==> config.mk <==
export PLATFORM = sky130hd
export DESIGN_NAME = mem_access_stage_flat
export DESIGN_NICKNAME = d
export VERILOG_FILES = /design/src/rtl/mem_access_stage_if.sv /design/src/rtl/mem_access_stage.sv /design/src/flat_wrapper.sv
export SDC_FILE = /design/constraint.sdc
export NUM_CORES = 1
export LEC_CHECK = 0
export BUFFER_PORTS_ARGS = -buffer_cell sky130_fd_sc_hd__buf_2
export CAP_MARGIN = 30
export CORE_MARGIN = 5
export CORE_UTILIZATION = 45
export DETAILED_ROUTE_END_ITERATION = 10
export HOLD_SLACK_MARGIN = 0.02
export PLACE_DENSITY_LB_ADDON = 0.25
export REMOVE_ABC_BUFFERS = 1
export SLEW_MARGIN = 25
export SYNTH_ARGS = -nofsm -noshare
export SYNTH_HDL_FRONTEND = slang
export SYNTH_SLANG_ARGS = --single-unit
==> constraint.sdc <==
create_clock -name i_clk -period 9.1 [get_ports i_clk]
set_clock_uncertainty 0.1 [all_clocks]
set_input_delay 1.365 -clock i_clk [delete_from_list [all_inputs] [get_ports i_clk]]
set_output_delay 1.365 -clock i_clk [all_outputs]
set_load 0.01 [all_outputs]
==> src/rtl/mem_access_stage_if.sv <==
// Signal bundle between the MEM stage and its neighbours: EX/MEM inputs, data-memory bus,
// MEM/WB outputs, upstream stall and error pulses.
interface mem_access_stage_if #(
  parameter int unsigned XLEN = 32
);
  logic            ex_valid;
  logic            ex_mem_read;
  logic            ex_mem_write;
  logic [2:0]      ex_funct3;
  logic [XLEN-1:0] ex_alu_result;
  logic [XLEN-1:0] ex_store_data;
  logic [4:0]      ex_rd;
  logic            ex_reg_write;

  logic            stall_out;

  logic            mem_req;
  logic            mem_we;
  logic [XLEN-1:0] mem_addr;
  logic [XLEN-1:0] mem_wdata;
  logic [3:0]      mem_wstrb;
  logic            mem_ready;
  logic            mem_rvalid;
  logic [XLEN-1:0] mem_rdata;

  logic            wb_valid;
  logic [4:0]      wb_rd;
  logic            wb_reg_write;
  logic [XLEN-1:0] wb_data;

  logic            misalign_err;
  logic            bus_err;

  // master: the MEM stage itself
  modport master (
    input  ex_valid, ex_mem_read, ex_mem_write, ex_funct3, ex_alu_result, ex_store_data,
           ex_rd, ex_reg_write, mem_ready, mem_rvalid, mem_rdata,
    output stall_out, mem_req, mem_we, mem_addr, mem_wdata, mem_wstrb,
           wb_valid, wb_rd, wb_reg_write, wb_data, misalign_err, bus_err
  );

  // slave: pipeline neighbours and data memory
  modport slave (
    output ex_valid, ex_mem_read, ex_mem_write, ex_funct3, ex_alu_result, ex_store_data,
           ex_rd, ex_reg_write, mem_ready, mem_rvalid, mem_rdata,
    input  stall_out, mem_req, mem_we, mem_addr, mem_wdata, mem_wstrb,
           wb_valid, wb_rd, wb_reg_write, wb_data, misalign_err, bus_err
  );
endinterface

==> src/rtl/mem_access_stage.sv <==
// RV32I MEM pipeline stage: turns loads/stores into req/ready/rvalid transfers on a
// variable-latency data memory, aligns load data, builds store strobes and stalls upstream.
module mem_access_stage #(
  parameter int unsigned XLEN        = 32,
  parameter int unsigned TIMEOUT_CYC = 16
) (
  input logic                i_clk,
  input logic                i_rst,
  mem_access_stage_if.master bus
);

  localparam int unsigned      CNT_W    = $clog2(TIMEOUT_CYC + 1);
  localparam logic [CNT_W-1:0] CNT_LAST = CNT_W'(TIMEOUT_CYC - 1);

  typedef enum logic [1:0] {
    S_IDLE = 2'd0,
    S_REQ  = 2'd1,
    S_RESP = 2'd2
  } state_t;

  state_t          r_state, w_state_n;
  logic [CNT_W-1:0] r_cnt, w_cnt_n;
  logic [XLEN-1:0] r_addr, w_addr_n;
  logic [XLEN-1:0] r_wdata, w_wdata_n;
  logic [3:0]      r_wstrb, w_wstrb_n;
  logic            r_we, w_we_n;
  logic [2:0]      r_funct3, w_funct3_n;
  logic [4:0]      r_rd, w_rd_n;
  logic            r_reg_write, w_reg_write_n;

  logic            r_wb_valid, w_wb_valid_n;
  logic [4:0]      r_wb_rd, w_wb_rd_n;
  logic            r_wb_reg_write, w_wb_reg_write_n;
  logic [XLEN-1:0] r_wb_data, w_wb_data_n;
  logic            r_misalign, w_misalign_n;
  logic            r_bus_err, w_bus_err_n;

  logic            w_stall;
  logic            w_req;
  logic [1:0]      w_lane;
  logic            w_is_mem;
  logic            w_misalign;
  logic [XLEN-1:0] w_st_wdata;
  logic [3:0]      w_st_wstrb;
  logic [7:0]      w_ld_byte;
  logic [15:0]     w_ld_half;
  logic [XLEN-1:0] w_ld_data;

  assign w_lane   = bus.ex_alu_result[1:0];
  assign w_is_mem = bus.ex_mem_read | bus.ex_mem_write;
  // funct3[1:0]: 00 byte, 01 half, 1x word
  assign w_misalign = ((bus.ex_funct3[1:0] == 2'b01) && w_lane[0]) ||
                      (bus.ex_funct3[1] && (w_lane != 2'b00));

  // Store lane replication and byte enables
  always_comb begin
    w_st_wdata = bus.ex_store_data;
    w_st_wstrb = 4'b1111;
    case (bus.ex_funct3[1:0])
      2'b00: begin
        w_st_wdata = {(XLEN/8){bus.ex_store_data[7:0]}};
        w_st_wstrb = 4'b0001 << w_lane;
      end
      2'b01: begin
        w_st_wdata = {(XLEN/16){bus.ex_store_data[15:0]}};
        w_st_wstrb = w_lane[1] ? 4'b1100 : 4'b0011;
      end
      default: ;
    endcase
  end

  // Load lane select and sign/zero extension
  always_comb begin
    w_ld_byte = bus.mem_rdata[{r_addr[1:0], 3'b000} +: 8];
    w_ld_half = bus.mem_rdata[{r_addr[1], 4'b0000} +: 16];
    case (r_funct3)
      3'b000:  w_ld_data = {{(XLEN-8){w_ld_byte[7]}}, w_ld_byte};
      3'b100:  w_ld_data = {{(XLEN-8){1'b0}}, w_ld_byte};
      3'b001:  w_ld_data = {{(XLEN-16){w_ld_half[15]}}, w_ld_half};
      3'b101:  w_ld_data = {{(XLEN-16){1'b0}}, w_ld_half};
      default: w_ld_data = bus.mem_rdata;
    endcase
  end

  // Next-state, transfer bookkeeping and write-back generation
  always_comb begin
    w_state_n        = r_state;
    w_cnt_n          = r_cnt;
    w_addr_n         = r_addr;
    w_wdata_n        = r_wdata;
    w_wstrb_n        = r_wstrb;
    w_we_n           = r_we;
    w_funct3_n       = r_funct3;
    w_rd_n           = r_rd;
    w_reg_write_n    = r_reg_write;
    w_wb_valid_n     = 1'b0;
    w_wb_rd_n        = r_wb_rd;
    w_wb_reg_write_n = 1'b0;
    w_wb_data_n      = r_wb_data;
    w_misalign_n     = 1'b0;
    w_bus_err_n      = 1'b0;
    w_stall          = 1'b0;

    case (r_state)
      S_IDLE: begin
        if (bus.ex_valid) begin
          w_wb_rd_n = bus.ex_rd;
          if (!w_is_mem) begin
            w_wb_valid_n     = 1'b1;
            w_wb_reg_write_n = bus.ex_reg_write;
            w_wb_data_n      = bus.ex_alu_result;
          end else if (w_misalign) begin
            w_wb_valid_n = 1'b1;
            w_misalign_n = 1'b1;
            w_wb_data_n  = '0;
          end else begin
            w_we_n        = !bus.ex_mem_read;
            w_addr_n      = bus.ex_alu_result;
            w_wdata_n     = bus.ex_mem_read ? '0 : w_st_wdata;
            w_wstrb_n     = bus.ex_mem_read ? 4'b0000 : w_st_wstrb;
            w_funct3_n    = bus.ex_funct3;
            w_rd_n        = bus.ex_rd;
            w_reg_write_n = bus.ex_reg_write;
            w_cnt_n       = '0;
            w_state_n     = S_REQ;
            w_stall       = 1'b1;
          end
        end
      end

      S_REQ: begin
        if (bus.mem_ready && (r_we || bus.mem_rvalid)) begin
          w_wb_valid_n     = 1'b1;
          w_wb_rd_n        = r_rd;
          w_wb_reg_write_n = !r_we && r_reg_write;
          w_wb_data_n      = r_we ? '0 : w_ld_data;
          w_state_n        = S_IDLE;
        end else if (bus.mem_ready) begin
          w_cnt_n   = '0;
          w_state_n = S_RESP;
          w_stall   = 1'b1;
        end else if (r_cnt == CNT_LAST) begin
          w_wb_valid_n = 1'b1;
          w_wb_rd_n    = r_rd;
          w_wb_data_n  = '0;
          w_bus_err_n  = 1'b1;
          w_state_n    = S_IDLE;
        end else begin
          w_cnt_n = r_cnt + CNT_W'(1);
          w_stall = 1'b1;
        end
      end

      S_RESP: begin
        if (bus.mem_rvalid) begin
          w_wb_valid_n     = 1'b1;
          w_wb_rd_n        = r_rd;
          w_wb_reg_write_n = r_reg_write;
          w_wb_data_n      = w_ld_data;
          w_state_n        = S_IDLE;
        end else if (r_cnt == CNT_LAST) begin
          w_wb_valid_n = 1'b1;
          w_wb_rd_n    = r_rd;
          w_wb_data_n  = '0;
          w_bus_err_n  = 1'b1;
          w_state_n    = S_IDLE;
        end else begin
          w_cnt_n = r_cnt + CNT_W'(1);
          w_stall = 1'b1;
        end
      end

      default: w_state_n = S_IDLE;
    endcase
  end

  always_ff @(posedge i_clk or posedge i_rst) begin
    if (i_rst) begin
      r_state        <= S_IDLE;
      r_cnt          <= '0;
      r_addr         <= '0;
      r_wdata        <= '0;
      r_wstrb        <= '0;
      r_we           <= 1'b0;
      r_funct3       <= '0;
      r_rd           <= '0;
      r_reg_write    <= 1'b0;
      r_wb_valid     <= 1'b0;
      r_wb_rd        <= '0;
      r_wb_reg_write <= 1'b0;
      r_wb_data      <= '0;
      r_misalign     <= 1'b0;
      r_bus_err      <= 1'b0;
    end else begin
      r_state        <= w_state_n;
      r_cnt          <= w_cnt_n;
      r_addr         <= w_addr_n;
      r_wdata        <= w_wdata_n;
      r_wstrb        <= w_wstrb_n;
      r_we           <= w_we_n;
      r_funct3       <= w_funct3_n;
      r_rd           <= w_rd_n;
      r_reg_write    <= w_reg_write_n;
      r_wb_valid     <= w_wb_valid_n;
      r_wb_rd        <= w_wb_rd_n;
      r_wb_reg_write <= w_wb_reg_write_n;
      r_wb_data      <= w_wb_data_n;
      r_misalign     <= w_misalign_n;
      r_bus_err      <= w_bus_err_n;
    end
  end

  // stall is combinational; reset forces it low so every output reads 0 under reset
  assign bus.stall_out    = w_stall & !i_rst;

  assign w_req            = (r_state == S_REQ);
  assign bus.mem_req      = w_req;
  assign bus.mem_we       = w_req & r_we;
  assign bus.mem_addr     = w_req ? {r_addr[XLEN-1:2], 2'b00} : '0;
  assign bus.mem_wdata    = w_req ? r_wdata : '0;
  assign bus.mem_wstrb    = w_req ? r_wstrb : 4'b0000;

  assign bus.wb_valid     = r_wb_valid;
  assign bus.wb_rd        = r_wb_rd;
  assign bus.wb_reg_write = r_wb_reg_write;
  assign bus.wb_data      = r_wb_data;
  assign bus.misalign_err = r_misalign;
  assign bus.bus_err      = r_bus_err;

endmodule

==> src/flat_wrapper.sv <==
// flat-port wrapper written by rule: the top's interface ports become plain ports
module mem_access_stage_flat 
#(
  parameter int unsigned XLEN        = 32,
  parameter int unsigned TIMEOUT_CYC = 16
)
  (i_clk, i_rst, bus_ex_valid, bus_ex_mem_read, bus_ex_mem_write, bus_ex_funct3, bus_ex_alu_result, bus_ex_store_data, bus_ex_rd, bus_ex_reg_write, bus_mem_ready, bus_mem_rvalid, bus_mem_rdata, bus_stall_out, bus_mem_req, bus_mem_we, bus_mem_addr, bus_mem_wdata, bus_mem_wstrb, bus_wb_valid, bus_wb_rd, bus_wb_reg_write, bus_wb_data, bus_misalign_err, bus_bus_err);
  mem_access_stage_if #(.XLEN(XLEN)) bus_i ();
  input logic i_clk;
  input logic i_rst;
  input wire logic [$bits(bus_i.ex_valid)-1:0] bus_ex_valid;
  input wire logic [$bits(bus_i.ex_mem_read)-1:0] bus_ex_mem_read;
  input wire logic [$bits(bus_i.ex_mem_write)-1:0] bus_ex_mem_write;
  input wire logic [$bits(bus_i.ex_funct3)-1:0] bus_ex_funct3;
  input wire logic [$bits(bus_i.ex_alu_result)-1:0] bus_ex_alu_result;
  input wire logic [$bits(bus_i.ex_store_data)-1:0] bus_ex_store_data;
  input wire logic [$bits(bus_i.ex_rd)-1:0] bus_ex_rd;
  input wire logic [$bits(bus_i.ex_reg_write)-1:0] bus_ex_reg_write;
  input wire logic [$bits(bus_i.mem_ready)-1:0] bus_mem_ready;
  input wire logic [$bits(bus_i.mem_rvalid)-1:0] bus_mem_rvalid;
  input wire logic [$bits(bus_i.mem_rdata)-1:0] bus_mem_rdata;
  output wire logic [$bits(bus_i.stall_out)-1:0] bus_stall_out;
  output wire logic [$bits(bus_i.mem_req)-1:0] bus_mem_req;
  output wire logic [$bits(bus_i.mem_we)-1:0] bus_mem_we;
  output wire logic [$bits(bus_i.mem_addr)-1:0] bus_mem_addr;
  output wire logic [$bits(bus_i.mem_wdata)-1:0] bus_mem_wdata;
  output wire logic [$bits(bus_i.mem_wstrb)-1:0] bus_mem_wstrb;
  output wire logic [$bits(bus_i.wb_valid)-1:0] bus_wb_valid;
  output wire logic [$bits(bus_i.wb_rd)-1:0] bus_wb_rd;
  output wire logic [$bits(bus_i.wb_reg_write)-1:0] bus_wb_reg_write;
  output wire logic [$bits(bus_i.wb_data)-1:0] bus_wb_data;
  output wire logic [$bits(bus_i.misalign_err)-1:0] bus_misalign_err;
  output wire logic [$bits(bus_i.bus_err)-1:0] bus_bus_err;
  assign bus_i.ex_valid = bus_ex_valid;
  assign bus_i.ex_mem_read = bus_ex_mem_read;
  assign bus_i.ex_mem_write = bus_ex_mem_write;
  assign bus_i.ex_funct3 = bus_ex_funct3;
  assign bus_i.ex_alu_result = bus_ex_alu_result;
  assign bus_i.ex_store_data = bus_ex_store_data;
  assign bus_i.ex_rd = bus_ex_rd;
  assign bus_i.ex_reg_write = bus_ex_reg_write;
  assign bus_i.mem_ready = bus_mem_ready;
  assign bus_i.mem_rvalid = bus_mem_rvalid;
  assign bus_i.mem_rdata = bus_mem_rdata;
  assign bus_stall_out = bus_i.stall_out;
  assign bus_mem_req = bus_i.mem_req;
  assign bus_mem_we = bus_i.mem_we;
  assign bus_mem_addr = bus_i.mem_addr;
  assign bus_mem_wdata = bus_i.mem_wdata;
  assign bus_mem_wstrb = bus_i.mem_wstrb;
  assign bus_wb_valid = bus_i.wb_valid;
  assign bus_wb_rd = bus_i.wb_rd;
  assign bus_wb_reg_write = bus_i.wb_reg_write;
  assign bus_wb_data = bus_i.wb_data;
  assign bus_misalign_err = bus_i.misalign_err;
  assign bus_bus_err = bus_i.bus_err;
  mem_access_stage #(.XLEN(XLEN), .TIMEOUT_CYC(TIMEOUT_CYC)) u_core (.i_clk(i_clk), .i_rst(i_rst), .bus(bus_i));
endmodule
==> results.yml <==
clock_network:
  cts_max_level: 4
  cts_resized: 0
  cts.sinks: 126
  cts_tree: "done"
  clockBufferDepth: 2
  root_buffer: "clkbuf_16"
  cts_setup_buffers: 0
  cts_made_buffers: 17
  clk_latency_ns: 0.42
  holdBufCountCts: 0
  clk_pin_slew_ns: 0.06
global_route:
  grt_pass1_vias: 5985
  track_usage_pct: 22.8
  grt_max_degree: 77
  antenna_found_initial: 2
  grt_overflow_total: 0
  grt_pass1_wl_mm: 32.6
final_layout:
  final_cell_mix: "buf_2 (221), dfrtp_1 (126), and2_1 (68)"
  nFillCells: 1375
  final_common_cell: "buf_2"
  antennaDiodeCount: 0
  drive_gt1_share_pct: 36.4
  multi_input_area_sq_um: 3600
  area_growth_pct: 26.1
  regArea_sq_um: 3150
  fin_area_sq_um: 8900
  nets: 994
drt:
  dr.first_iter.drc_count: 459
  drc: 0
  vias: 5977
  wl_mm: 20.9
  drt-pass1-iter-count: 5
  routed_via_density: 5.43
  wl_per_cell_um: 19.0
  postRouteAntennaNets: 0
critical_path:
  endpoint_kind: "primary output"
  cp-start-kind: "primary input"
  worstPathArrival_ns: 3.35
  crit_fanout: 51
  crit_type: "in -> out"
  crit_required_ns: 7.64
sta:
  fin_crit_sh_pct: 52.9
  slew_viol_final: 0
  maxSlewHeadroom_pct: 39.3
  fin_crit_ns: 4.81
  setup-tns-final_ns: 0
  worst_pin_slew_ns: 0.909
  finalHoldViolCount: 0
  max_freq_mhz: 208
  setup_violations: 0
  rsz0062_at_grt: "false"
power_and_ir_drop:
  leakage_nw: 4.60
  ir_drop_v: 0.000133
  power_density_nw_per_um2: 323
synth:
  synth_seq_cells: 126
  synth_top_area_cell: "dfrtp_1"
  netlist_area_sq_um: 7060
  synth-main-ff-cell: "dfrtp_1"
  yosysWarnings: 0
  ys_top_cells_by_area: "dfrtp_1 (45%), mux2_4 (8.5%), and2_1 (6.0%)"
  synth_edf_count: 0
  netlist_instances: 681
  ys_seq_area_share_pct: 44.6
  synthArstFlopShare_pct: 100
  synth_cell_type_count: 57
  synth_top_area_share_pct: 44.6
  syn_area_per_cell_sq_um: 10.4
floorplanning:
  die_area_sq_um: 18300
  dieWidth_um: 135
  start_util_pct: 46.1
  io_pins: 224
  dieHeight_um: 135
  core_area_sq_um: 15300
  num_rows: 45
placement:
  io_buffers: 221
  dpl-instance-area_sq_um: 8230
  gp_congestion: 0.847
  dp_hpwl_mm: 14.7
run:
  max_cap_viol_count: 0
hold_path:
  min_path_type: "reg -> reg"
status:
  status: "finished clean"
-- layer usage --
layer | track usage, % | share of wire [%] | up-vias | wire, um
li1 | - | - | 2851 | -
met1 | 29.6 | 43 | 2864 | 8970
met2 | 35.5 | 45 | 229 | 9500
met3 | 7.91 | 9.5 | 29 | 1990
met4 | 8.17 | 2.0 | 4 | 410
met5 | 0 | 0.13 | - | 27
-- worst paths after layout --
kind | startpoint | end | slack [ns] | cells past startpoint
hold reg to reg | u_core.r_wdata[19] | u_core.r_wdata[19] | 0.37 | 2
max in group asynchronous | i_rst | u_core.bus.wb_data[12] | 6.74 | 3
setup / recovery | bus_ex_funct3[1] | bus_stall_out | 4.29 | 5
hold / removal | u_core.r_wdata[19] | u_core.r_wdata[19] | 0.37 | 2
setup reg to reg | u_core.r_state[1] | u_core.bus.wb_data[8] | 5.89 | 8
min in group asynchronous | i_rst | u_core.bus.wb_valid | 0.90 | 2
-- registers in the layout, indices dropped and copies added, names as in the netlist, 2 cells and up --
signal / count
u_core.bus.wb_data: 32
u_core.r_wstrb: 4
u_core.r_cnt: 5
u_core.r_state: 2
u_core.r_rd: 5
u_core.r_addr: 32
u_core.r_funct3: 3
u_core.bus.wb_rd: 5
u_core.r_wdata: 32
-- where the power goes --
part	switching (mW)	internal, mW
logic	0.626	0.530
clock network	0.264	0.502
registers	0.157	0.800
-- logic make-up (layout without fill, tap and decap cells) --
group                      after synthesis  after routing  share of synthesized area (%)
and+or+nand+nor                        235            235                           18.0
AOI/OAI and AO/OA                      169            169                           17.6
DFF                                    126            126                           44.6
muxes                                   77             77                           14.1
buffers and inverters                   68            276                           4.66
adders and majority gates                5              5                          0.886
other                                    1              2                         0.0531
-- synth_stat cells, types with 2 or more instances --
| master | count |
|---|---|
| buf_2 | 11 |
| a2bb2oi_1 | 3 |
| nor3b_1 | 3 |
| a32oi_1 | 7 |
| a221o_1 | 21 |
| nand4b_1 | 2 |
| a21oi_1 | 24 |
| nand4_1 | 2 |
| mux2_4 | 40 |
| ha_1 | 5 |
| dfrtp_1 | 126 |
| mux2_2 | 10 |
| a221oi_1 | 5 |
| o31ai_1 | 35 |
| clkbuf_1 | 31 |
| buf_6 | 6 |
| nand2_1 | 60 |
| inv_1 | 15 |
| o21ai_0 | 32 |
| o21ai_1 | 2 |
| a31o_2 | 2 |
| and2_1 | 68 |
| o211ai_1 | 2 |
| nor3_1 | 6 |
| buf_4 | 4 |
| a21o_1 | 7 |
| nor2b_1 | 12 |
| mux2i_1 | 26 |
| nand2b_1 | 25 |
| a222oi_1 | 5 |
| and3_1 | 14 |
| a21boi_0 | 5 |
| a32o_1 | 9 |
| nor2_1 | 32 |
| nand3_1 | 2 |
-- stage by stage --
stage | power, mW | utilization (%) | setup slack (ns) | std cells | hold WS (ns)
after global routing | 3.06 | 58.1 | 4.17 | 1101 | 0.389
after global placement | 2.10 | 53.7 | 4.31 | 1067 | 0.351
after floorplan | 1.69 | - | 2.78 | 629 | 0.340
final | 2.88 | 58.1 | 4.29 | 1101 | 0.369
after detailed placement | 2.12 | 53.7 | 4.27 | 1067 | 0.358
after CTS | 2.90 | 58.0 | 4.27 | 1099 | 0.371
-- cell type report --
type	count	share of cell area (%)
Multi-Input combinational cell	488	40.4
Sequential cell	126	35.4
Timing Repair Buffer	229	13.1
Clock buffer	19	5.09
Tap cell	211	2.97
Clock inverter	13	2.36
Inverter	15	0.689
-- worst max-delay path: stages --
cell and delay, ns:
buf_2 0.32, and2_4 0.29, or4_4 0.82, a311oi_1 0.35, buf_2 0.17
No activity file was read; power rests on OpenSTA's default activity.
